## config.mk

```make
export PLATFORM = sky130hd
export DESIGN_NAME = ft245_fifo_responder_flat
export DESIGN_NICKNAME = d
export VERILOG_FILES = /design/src/rtl/ft245_fifo_responder_if.sv /design/src/rtl/ft245_fifo_responder.sv /design/src/flat_wrapper.sv
export SDC_FILE = /design/constraint.sdc
export NUM_CORES = 1
export LEC_CHECK = 0
export BUFFER_PORTS_ARGS = -buffer_cell sky130_fd_sc_hd__buf_2
export CAP_MARGIN = 20
export CORE_ASPECT_RATIO = 0.75
export CORE_MARGIN = 8
export CORE_UTILIZATION = 45
export DETAILED_ROUTE_END_ITERATION = 10
export SYNTH_ARGS = -nofsm -noshare
export SYNTH_HDL_FRONTEND = slang
export SYNTH_SLANG_ARGS = --single-unit
```

## constraint.sdc

```tcl
create_clock -name clk -period 3.7 [get_ports clk]
set_input_delay 0.37 -clock clk [delete_from_list [all_inputs] [get_ports clk]]
set_output_delay 0.37 -clock clk [all_outputs]
set_load 0.005 [all_outputs]
```

## src/rtl/ft245_fifo_responder_if.sv

```systemverilog
// FT245-style asynchronous FIFO pin bundle between bridge (master) and
// device model (slave).
interface ft245_fifo_responder_if #(
   parameter int DATA_W = 8
);
   logic              rd_n;
   logic              wr_n;
   logic [DATA_W-1:0] din;
   logic [DATA_W-1:0] dout;
   logic              dout_oe;
   logic              rxf_n;
   logic              txe_n;

   modport master (
      output rd_n, wr_n, din,
      input  dout, dout_oe, rxf_n, txe_n
   );

   modport slave (
      input  rd_n, wr_n, din,
      output dout, dout_oe, rxf_n, txe_n
   );
endinterface

```

## src/rtl/ft245_fifo_responder.sv

```systemverilog
// Device-side FT245 FIFO model: RX buffer read by rd_n strobes, TX buffer
// written by wr_n strobes, each flag held off for a recovery window.
module ft245_fifo_responder #(
   parameter int DATA_W       = 8,
   parameter int DEPTH        = 16,
   parameter int RECOVERY_CYC = 4
) (
   input  logic                   clk,
   input  logic                   rst_n,
   ft245_fifo_responder_if.slave  pins,
   input  logic                   ld_valid,
   input  logic [DATA_W-1:0]      ld_data,
   output logic                   ld_ready,
   output logic                   dr_valid,
   output logic [DATA_W-1:0]      dr_data,
   input  logic                   dr_ready,
   output logic [$clog2(DEPTH):0] rx_level,
   output logic [$clog2(DEPTH):0] tx_level,
   output logic                   proto_err
);
   localparam int AW = $clog2(DEPTH);
   localparam int CW = $clog2(RECOVERY_CYC + 1);

   typedef logic [AW:0] ptr_t;
   typedef enum logic [1:0] {
      R_IDLE  = 2'd0,
      R_READ  = 2'd1,
      R_RECOV = 2'd2
   } r_state_t;
   typedef enum logic [1:0] {
      W_IDLE  = 2'd0,
      W_WRITE = 2'd1,
      W_RECOV = 2'd2
   } w_state_t;

   logic rd_meta_q, rd_sync_q, rd_prev_q;
   logic wr_meta_q, wr_sync_q, wr_prev_q;
   logic rd_fall, rd_rise, wr_fall, wr_rise;

   r_state_t r_state_q, r_state_d;
   w_state_t w_state_q, w_state_d;
   logic [CW-1:0] r_cnt_q, r_cnt_d;
   logic [CW-1:0] w_cnt_q, w_cnt_d;

   logic [DATA_W-1:0] dout_q, dout_d;
   logic oe_q, oe_d;
   logic rxf_n_q, rxf_n_d;
   logic txe_n_q, txe_n_d;
   logic err_q, err_d;

   ptr_t rx_wptr_q, rx_wptr_d, rx_rptr_q, rx_rptr_d;
   ptr_t tx_wptr_q, tx_wptr_d, tx_rptr_q, tx_rptr_d;
   ptr_t rx_level_d, tx_level_d;
   logic rx_push, rx_pop, tx_push, tx_pop;
   logic rx_full, tx_empty;

   logic [DATA_W-1:0] rx_mem [DEPTH];
   logic [DATA_W-1:0] tx_mem [DEPTH];

   function automatic logic is_full(ptr_t w, ptr_t r);
      return (w[AW] != r[AW]) && (w[AW-1:0] == r[AW-1:0]);
   endfunction

   assign rd_fall = rd_prev_q & ~rd_sync_q;
   assign rd_rise = ~rd_prev_q & rd_sync_q;
   assign wr_fall = wr_prev_q & ~wr_sync_q;
   assign wr_rise = ~wr_prev_q & wr_sync_q;

   assign rx_full  = is_full(rx_wptr_q, rx_rptr_q);
   assign tx_empty = (tx_wptr_q == tx_rptr_q);
   assign rx_push  = ld_valid & ~rx_full;
   assign tx_pop   = dr_ready & ~tx_empty;

   always_comb begin
      r_state_d = r_state_q;
      w_state_d = w_state_q;
      r_cnt_d   = r_cnt_q;
      w_cnt_d   = w_cnt_q;
      dout_d    = dout_q;
      oe_d      = oe_q;
      err_d     = err_q;
      rx_pop    = 1'b0;
      tx_push   = 1'b0;

      unique case (r_state_q)
         R_IDLE: begin
            if (rd_fall) begin
               if (rxf_n_q) begin
                  err_d = 1'b1;
               end else begin
                  dout_d    = rx_mem[rx_rptr_q[AW-1:0]];
                  oe_d      = 1'b1;
                  r_state_d = R_READ;
               end
            end
         end
         R_READ: begin
            if (rd_rise) begin
               rx_pop    = 1'b1;
               oe_d      = 1'b0;
               r_cnt_d   = CW'(RECOVERY_CYC);
               r_state_d = R_RECOV;
            end
         end
         R_RECOV: begin
            if (rd_fall) err_d = 1'b1;
            if (r_cnt_q <= CW'(1)) begin
               r_cnt_d   = '0;
               r_state_d = R_IDLE;
            end else begin
               r_cnt_d = r_cnt_q - CW'(1);
            end
         end
         default: r_state_d = R_IDLE;
      endcase

      unique case (w_state_q)
         W_IDLE: begin
            if (wr_fall) begin
               if (txe_n_q) begin
                  err_d = 1'b1;
               end else begin
                  tx_push   = 1'b1;
                  w_state_d = W_WRITE;
               end
            end
         end
         W_WRITE: begin
            if (wr_rise) begin
               w_cnt_d   = CW'(RECOVERY_CYC);
               w_state_d = W_RECOV;
            end
         end
         W_RECOV: begin
            if (wr_fall) err_d = 1'b1;
            if (w_cnt_q <= CW'(1)) begin
               w_cnt_d   = '0;
               w_state_d = W_IDLE;
            end else begin
               w_cnt_d = w_cnt_q - CW'(1);
            end
         end
         default: w_state_d = W_IDLE;
      endcase
   end

   always_comb begin
      rx_wptr_d  = rx_wptr_q + ptr_t'(rx_push);
      rx_rptr_d  = rx_rptr_q + ptr_t'(rx_pop);
      tx_wptr_d  = tx_wptr_q + ptr_t'(tx_push);
      tx_rptr_d  = tx_rptr_q + ptr_t'(tx_pop);
      rx_level_d = rx_wptr_d - rx_rptr_d;
      tx_level_d = tx_wptr_d - tx_rptr_d;
      // Flags are registered from next state/level so the pins never glitch
      rxf_n_d = (r_state_d != R_IDLE) || (rx_level_d == '0);
      txe_n_d = (w_state_d != W_IDLE) || (tx_level_d == ptr_t'(DEPTH));
   end

   always_ff @(posedge clk or negedge rst_n) begin
      if (!rst_n) begin
         rd_meta_q <= 1'b1;
         rd_sync_q <= 1'b1;
         rd_prev_q <= 1'b1;
         wr_meta_q <= 1'b1;
         wr_sync_q <= 1'b1;
         wr_prev_q <= 1'b1;
         r_state_q <= R_IDLE;
         w_state_q <= W_IDLE;
         r_cnt_q   <= '0;
         w_cnt_q   <= '0;
         dout_q    <= '0;
         oe_q      <= 1'b0;
         rxf_n_q   <= 1'b1;
         txe_n_q   <= 1'b1;
         err_q     <= 1'b0;
         rx_wptr_q <= '0;
         rx_rptr_q <= '0;
         tx_wptr_q <= '0;
         tx_rptr_q <= '0;
      end else begin
         rd_meta_q <= pins.rd_n;
         rd_sync_q <= rd_meta_q;
         rd_prev_q <= rd_sync_q;
         wr_meta_q <= pins.wr_n;
         wr_sync_q <= wr_meta_q;
         wr_prev_q <= wr_sync_q;
         r_state_q <= r_state_d;
         w_state_q <= w_state_d;
         r_cnt_q   <= r_cnt_d;
         w_cnt_q   <= w_cnt_d;
         dout_q    <= dout_d;
         oe_q      <= oe_d;
         rxf_n_q   <= rxf_n_d;
         txe_n_q   <= txe_n_d;
         err_q     <= err_d;
         rx_wptr_q <= rx_wptr_d;
         rx_rptr_q <= rx_rptr_d;
         tx_wptr_q <= tx_wptr_d;
         tx_rptr_q <= tx_rptr_d;
      end
   end

   // din is captured straight off the pins; the bridge holds it past the fall edge
   always_ff @(posedge clk) begin
      if (rx_push) rx_mem[rx_wptr_q[AW-1:0]] <= ld_data;
      if (tx_push) tx_mem[tx_wptr_q[AW-1:0]] <= pins.din;
   end

   assign pins.dout    = dout_q;
   assign pins.dout_oe = oe_q;
   assign pins.rxf_n   = rxf_n_q;
   assign pins.txe_n   = txe_n_q;

   assign ld_ready  = ~rx_full;
   assign dr_valid  = ~tx_empty;
   assign dr_data   = tx_mem[tx_rptr_q[AW-1:0]];
   assign rx_level  = rx_wptr_q - rx_rptr_q;
   assign tx_level  = tx_wptr_q - tx_rptr_q;
   assign proto_err = err_q;
endmodule

```

## src/flat_wrapper.sv

```systemverilog
// flat-port wrapper written by rule: the top's interface ports become plain ports
module ft245_fifo_responder_flat 
#(
   parameter int DATA_W       = 8,
   parameter int DEPTH        = 16,
   parameter int RECOVERY_CYC = 4
)
  (clk, rst_n, ld_valid, ld_data, ld_ready, dr_valid, dr_data, dr_ready, rx_level, tx_level, proto_err, pins_rd_n, pins_wr_n, pins_din, pins_dout, pins_dout_oe, pins_rxf_n, pins_txe_n);
  ft245_fifo_responder_if #(.DATA_W(DATA_W)) pins_i ();
  input  logic clk;
  input  logic rst_n;
  input  logic ld_valid;
  input  logic [DATA_W-1:0] ld_data;
  output logic ld_ready;
  output logic dr_valid;
  output logic [DATA_W-1:0] dr_data;
  input  logic dr_ready;
  output logic [$clog2(DEPTH):0] rx_level;
  output logic [$clog2(DEPTH):0] tx_level;
  output logic proto_err;
  input wire logic [$bits(pins_i.rd_n)-1:0] pins_rd_n;
  input wire logic [$bits(pins_i.wr_n)-1:0] pins_wr_n;
  input wire logic [$bits(pins_i.din)-1:0] pins_din;
  output wire logic [$bits(pins_i.dout)-1:0] pins_dout;
  output wire logic [$bits(pins_i.dout_oe)-1:0] pins_dout_oe;
  output wire logic [$bits(pins_i.rxf_n)-1:0] pins_rxf_n;
  output wire logic [$bits(pins_i.txe_n)-1:0] pins_txe_n;
  assign pins_i.rd_n = pins_rd_n;
  assign pins_i.wr_n = pins_wr_n;
  assign pins_i.din = pins_din;
  assign pins_dout = pins_i.dout;
  assign pins_dout_oe = pins_i.dout_oe;
  assign pins_rxf_n = pins_i.rxf_n;
  assign pins_txe_n = pins_i.txe_n;
  ft245_fifo_responder #(.DATA_W(DATA_W), .DEPTH(DEPTH), .RECOVERY_CYC(RECOVERY_CYC)) u_core (.clk(clk), .rst_n(rst_n), .pins(pins_i), .ld_valid(ld_valid), .ld_data(ld_data), .ld_ready(ld_ready), .dr_valid(dr_valid), .dr_data(dr_data), .dr_ready(dr_ready), .rx_level(rx_level), .tx_level(tx_level), .proto_err(proto_err));
endmodule
```

# Word level (Yosys, flattened, before mapping)
# Memory sizes are Yosys's and may differ from the RTL's. A register that Yosys moved wholly into a read port is not among the register bits.
# Index checks and enable logic that the tools add are counted.
# W data, S select, Z words.
# totals
ff_bits	40
mem_bits_rw	256
out_inout_bits	32
word_cells	110
n_memories	2
# classes
add_sub_neg	10
order_cmp	2
eq_ne	12
mux	37
bitwise	13
reduce_logical	16
# mem_list
memory	words	word_bits	rd	rd_ports_with_merged_regs	write_ports	line_no	text
u_core.rx_mem	16	8	1	1	1	ft245_fifo_responder.sv:57	logic [DATA_W-1:0] rx_mem [DEPTH];
u_core.tx_mem	16	8	1	0	1	ft245_fifo_responder.sv:58	logic [DATA_W-1:0] tx_mem [DEPTH];
# op_table
cell	count
$add A5 B1 Y5	4
$sub A5 B5 Y5	4
$mux W1	18
$mux W2	8
$mux W3	4
$pmux W2 S3	2
$pmux W3 S2	2
$reduce_bool A2 Y1	5
$not A1 Y1	7
$and A1 B1 Y1	6
$le A3 B1 Y1 const B	2
$ne A2 B1 Y1 const B	3
$pmux W1 S2	3
$sub A3 B1 Y3 const B	2
$eq A5 B5 Y1	1
$eq A5 B5 Y1 const B	1
$logic_not A5 Y1	1
$eq A2 B1 Y1 const B	2
$eq A2 B2 Y1 const B	2
$eq A4 B4 Y1	1
$logic_not A2 Y1	2
$reduce_and A2 Y1	2
$reduce_and A4 Y1	1
$reduce_and A3 Y1	1
5 further kinds	6

# Longest topological paths before layout
# depth
ltp_word	8
depth_mapped	16
ltp_nobuf	15

# Least setup slack after synthesis
# OpenSTA, ideal clock, no wires.
# synth_path
kind	flip-flop to flip-flop
from	register u_core.rx_rptr_q[1]
to	register u_core.rxf_n_q, in the netlist u_core.pins.rxf_n
setup_ns	0.082
t_arrival_ns	3.427
t_required_ns	3.618
setup_slack_ns	0.191
stages_incl_launch_ff	16
cell_sequence	dfrtp_1 buf_2 buf_1 inv_1 ha_1 nand4_1 or2_2 and2_1 ha_1 ha_1 ha_1 nor2b_1 o21a_1 o211ai_1 o41ai_2 a211o_1
# synth_via
elab_chain_len	8
word_cells_on_any_way	9
classes_between	add/sub: 3; eq/ne: 1; bitwise: 2; reduce/logical: 3
# synth_rtl
element	line_no	text
start: declaration	ft245_fifo_responder.sv:51	ptr_t rx_wptr_q, rx_wptr_d, rx_rptr_q, rx_rptr_d;
start signal: assignment	ft245_fifo_responder.sv:197	rx_rptr_q <= rx_rptr_d;
$eq A4 B4 Y1	ft245_fifo_responder.sv:61	return (w[AW] != r[AW]) && (w[AW-1:0] == r[AW-1:0]);
$logic_and A1 B1 Y1	ft245_fifo_responder.sv:61	
$not A1 Y1	-	
named net ld_ready	flat_wrapper.sv:14	output logic ld_ready;
$and A1 B1 Y1	ft245_fifo_responder.sv:71	assign rx_push = ld_valid & ~rx_full;
$add A5 B1 Y5	ft245_fifo_responder.sv:148	rx_wptr_d = rx_wptr_q + ptr_t'(rx_push);
named net u_core.rx_wptr_d[1]	ft245_fifo_responder.sv:51	
$sub A5 B5 Y5	ft245_fifo_responder.sv:152	rx_level_d = rx_wptr_d - rx_rptr_d;
$logic_not A5 Y1	ft245_fifo_responder.sv:155	rxf_n_d = (r_state_d != R_IDLE) || (rx_level_d == '0);
$logic_or A1 B1 Y1	ft245_fifo_responder.sv:155	
named net u_core.rxf_n_d	ft245_fifo_responder.sv:47	logic rxf_n_q, rxf_n_d;
end signal: assignment	ft245_fifo_responder.sv:193	rxf_n_q <= rxf_n_d;
end: declaration	ft245_fifo_responder.sv:47	
# The timed path passes the listed nets, and every way through them passes these cells.
# A chain may end at the register's enable or synchronous reset.

# Worst setup path after layout
# layout_path
from	register u_core.rx_wptr_q[2]
to	register u_core.rxf_n_q, in the netlist u_core.pins.rxf_n
# layout_via
elab_chain_len	8
# layout_rtl
element	line_no	text
start: declaration	ft245_fifo_responder.sv:51	
start signal: assignment	ft245_fifo_responder.sv:196	rx_wptr_q <= rx_wptr_d;
$eq A4 B4 Y1	ft245_fifo_responder.sv:61	
$logic_and A1 B1 Y1	ft245_fifo_responder.sv:61	
$not A1 Y1	ft245_fifo_responder.sv:71	
$and A1 B1 Y1	ft245_fifo_responder.sv:71	
$add A5 B1 Y5	ft245_fifo_responder.sv:148	
named net u_core.rx_wptr_d[1]	ft245_fifo_responder.sv:51	
$sub A5 B5 Y5	ft245_fifo_responder.sv:152	
$logic_not A5 Y1	ft245_fifo_responder.sv:155	
$logic_or A1 B1 Y1	ft245_fifo_responder.sv:155	
named net u_core.rxf_n_d	ft245_fifo_responder.sv:47	
# The timed path passes the listed nets, and every way through them passes these cells.

==> flow_summary_export.csv <==
group,metric,value,unit
run_status,status,"finished, final reports clean",
power_and_ir_drop,intPower,7.33,mW
yosys,synth_cells,701,
layout,diodes,0,
worst_setup_path,cp_common_cell,"ha_1",
yosys,synthArstFlopShare,15.8,%
routing,first_iter_violations,544,
worst_setup_path,crit_path_max_incr_delay,0.51,ns
die,die_y,160,um
yosys,yosysWarnings,0,
die,start_util,46.0,%
grt,grt_pass1_vias,6764,
grt,grt_antenna_before_repair,0,
yosys,synth_edf_count,256,
yosys,synth.avg_cell_area,17.8,sq um
clocking,htree_num_levels,1,
routing,ant_nets,0,
worst_setup_path,cp_cell_sequence,"ha_1 -> nand4_1 -> or2_2 -> and2_1 -> ha_1 -> ha_1 -> ha_1 -> nor2b_1 -> o21a_1 -> o211ai_1 -> o41ai_2 -> a211o_1",
place,portBuffers,53,
die,fp-row-count,52,
worst_setup_path,cp_max_fo,11,
routing,routedWlPerCell,22.5,um
die,core_area,27100,sq um
clocking,cts_tree,"built",
routing,vias_per_cell,5.52,
worst_setup_path,cp_slowest_cell,"dfrtp_1",
power_and_ir_drop,power_per_cell_area,768,nW/um^2
clocking,clkLatencyLatePin,0.57,ns
timing,setup_tns,0,ns
place,place.gp.congestion,0.827,
place,dp_hpwl,17300,um
timing,hold_viol,0,
yosys,yosysTopAreaCellShare,61.7,%
worst_setup_path,crit_path_start_kind,"register",
die,dieArea,33300,sq um
timing,tightest_slew,0.973,ns
worst_setup_path,cp-end-kind,"register",
yosys,post-synth-top-count-cell,"edfxtp_1",
layout,utilization,52.2,%
timing,finalMaxSlewViolations,0,
timing,max_freq,295,MHz
grt,grt_usage,15.5,%
timing,finalClockSkew,0.0216,ns
yosys,synthTopCellsByArea,"edfxtp_1, mux4_2, dfrtp_1",
clocking,clock_path_buffers,3,
layout,nets,836,
timing,rsz0062_at_grt,"no",
yosys,post_synth_num_cell_types,49,
grt,globalRouteOverflowTotal,0,
routing,drtPass1Iterations,4,
power_and_ir_drop,pwr-share-comb,34.3,%
timing,setup_violations,0,
clocking,cts_sinks,304,
worst_setup_path,cp.required,4.18,ns
routing,totalWireLength,26000,um
clocking,clkTransAtPathRegs,0.06,ns
power_and_ir_drop,ir_worst_vdd,0.357,mV
layout,syn2layout_area_growth,13.4,%
yosys,synth_ff_type,"edfxtp_1",
timing,slew_headroom,34.9,%
timing,layout_min_cycle_time,3.38,ns
layout,drive_above_1_share,24.3,%
die,io_pins,54,
yosys,synth_nets,753,
worst_setup_path,arrival,3.86,ns
grt,grt_first_pass_wirelength,40300,um
yosys,synth_area_leader_cell,"edfxtp_1",
layout,nFillCells,2143,
power_and_ir_drop,pwr-share-clk,25.0,%
die,die_x,208,um
power_and_ir_drop,sw_frac_of_total,32.4,%
grt,grt_max_degree,49,
worst_setup_path,critPathKind,"reg2reg",
yosys,synth_commonest_cells,"edfxtp_1, mux4_2, nand2_1",
routing,dr_total_vias,6381,
clocking,cts_root_buf,"clkbuf_16",
yosys,synth_seq_cells,304,
hold_path,hold_class,"in2reg",
power_and_ir_drop,pwr-share-seq,40.7,%
layout,regArea,8900,sq um
yosys,synth_seq_area_share,71.5,%
place,pre_cts_ws,0.340,ns
power_and_ir_drop,p_sw,3.51,mW
run,cap_viol_max_count,0,
clocking,cts_made_buffers,30,
yosys,synth_area,12500,sq um
routing,drc,0,
power_and_ir_drop,p_leak,5.11,nW
timing,setup_ws,0.315,ns
timing,min_period_over_period,91.5,%
layout,multi_input_area,3310,sq um
logic make-up (layout without fill, tap and decap cells):
logic type,count (synthesis),in the layout,share of synthesized area (%)
flip-flops,304,304,71.5
AND/OR/NAND/NOR,148,148,5.63
buffers and inverters,58,162,1.96
multiplexers,80,80,12.9
XOR/XNOR,25,25,1.94
AO/OA/AOI/OAI,56,56,3.00
adder cells (fa/ha/maj),30,30,3.14
final timing paths:
check | startpoint | to | slack, ns | cells past startpoint
max reg2reg | u_core.rx_wptr_q[2] | u_core.pins.rxf_n | 0.32 | 12
min reg2reg | u_core.wr_meta_q | u_core.wr_sync_q | 0.36 | 0
min | ld_data[3] | u_core.rx_mem[8][3] | 0.19 | 1
max | u_core.rx_wptr_q[2] | u_core.pins.rxf_n | 0.32 | 12
max in group asynchronous | rst_n | u_core.pins.rxf_n | 2.73 | 3
min in group asynchronous | rst_n | u_core.rx_rptr_q[2] | 0.36 | 2
metal layers:
| layer | routed length, um | track usage (%) |
|---|---|---|
| met3 | 1330 | 2.74 |
| met5 | 0 | 0 |
| met2 | 11500 | 23.2 |
| met1 | 12600 | 23.2 |
| met4 | 524 | 3.51 |
worst max-delay path, delay by kind of cell, from the launching register on:
family | cells | cell delay, ns
adders and majority gates | 4 | 1.27
AOI/OAI and AO/OA | 4 | 0.81
and+or+nand+nor | 4 | 0.74
DFF | 1 | 0.51
repair_timing:
action | CTS | global route
resized for setup | 0 | 0
hold endpoints to repair | 2 | 17
setup buffers | 0 | 0
hold buffers | 2 | 1
registers in the layout, summed over array words and instances (netlist names), 2 cells and up:
signal,cells
u_core.rx_mem,128
u_core.w_state_q,2
u_core.rx_rptr_q,5
u_core.tx_rptr_q,5
u_core.pins.dout,8
u_core.r_cnt_q,3
u_core.r_state_q,2
u_core.w_cnt_q,3
u_core.tx_mem,128
u_core.rx_wptr_q,5
u_core.tx_wptr_q,5
layout make-up:
cell class / count / area share, %
clock buffer: 34 / 5.42
clock inverter: 19 / 0.798
inverter: 33 / 0.878
multi-input combinational: 339 / 23.4
sequential: 304 / 63.1
tap: 351 / 3.11
timing repair buffer: 76 / 3.30
power groups by stage:
stage	clock network, mW	logic [mW]	registers (mW)
5_1_grt	2.90	4.11	4.46
2_1_floorplan	0	2.68	4.35
3_5_place_dp	0	3.76	4.48
4_1_cts	2.77	3.78	4.41
6_report	2.71	3.72	4.41
3_3_place_gp	0	3.70	4.44
cell usage in the layout, fill, tap and decap left out, drive strengths merged, types with 2 or more instances in the layout:
master and instances:
xor2 7, ha 28, dfrtp 40, o21a 3, nor4 2, inv 30
a31oi 8, o21ai 8, nor2b 6, nor3 11, fa 2, clkinv 22
and3 10, xnor2 17, edfxtp 256, o211ai 2, nand3 16, a21oi 9
mux4 64, dfstp 8, mux2i 16, dlygate4sd3 3, or3b 2, and2 2
nand2b 7, clkbuf 34, buf 73, nand2 52, a21o 12, nor2 34
o22ai 8
metrics by stage:
step | cells | instance area, sq um | power [mW] | hold slack [ns]
floorplan | 701 | 12500 | 7.02 | 0.0744
global placement | 1099 | 13200 | 8.14 | 0.350
detailed placement | 1099 | 13200 | 8.23 | 0.347
CTS | 1154 | 14100 | 11.0 | 0.0578
global route | 1156 | 14100 | 11.5 | 0.198
finish | 1156 | 14100 | 10.8 | 0.192
Power figures use the tool's default switching activity.
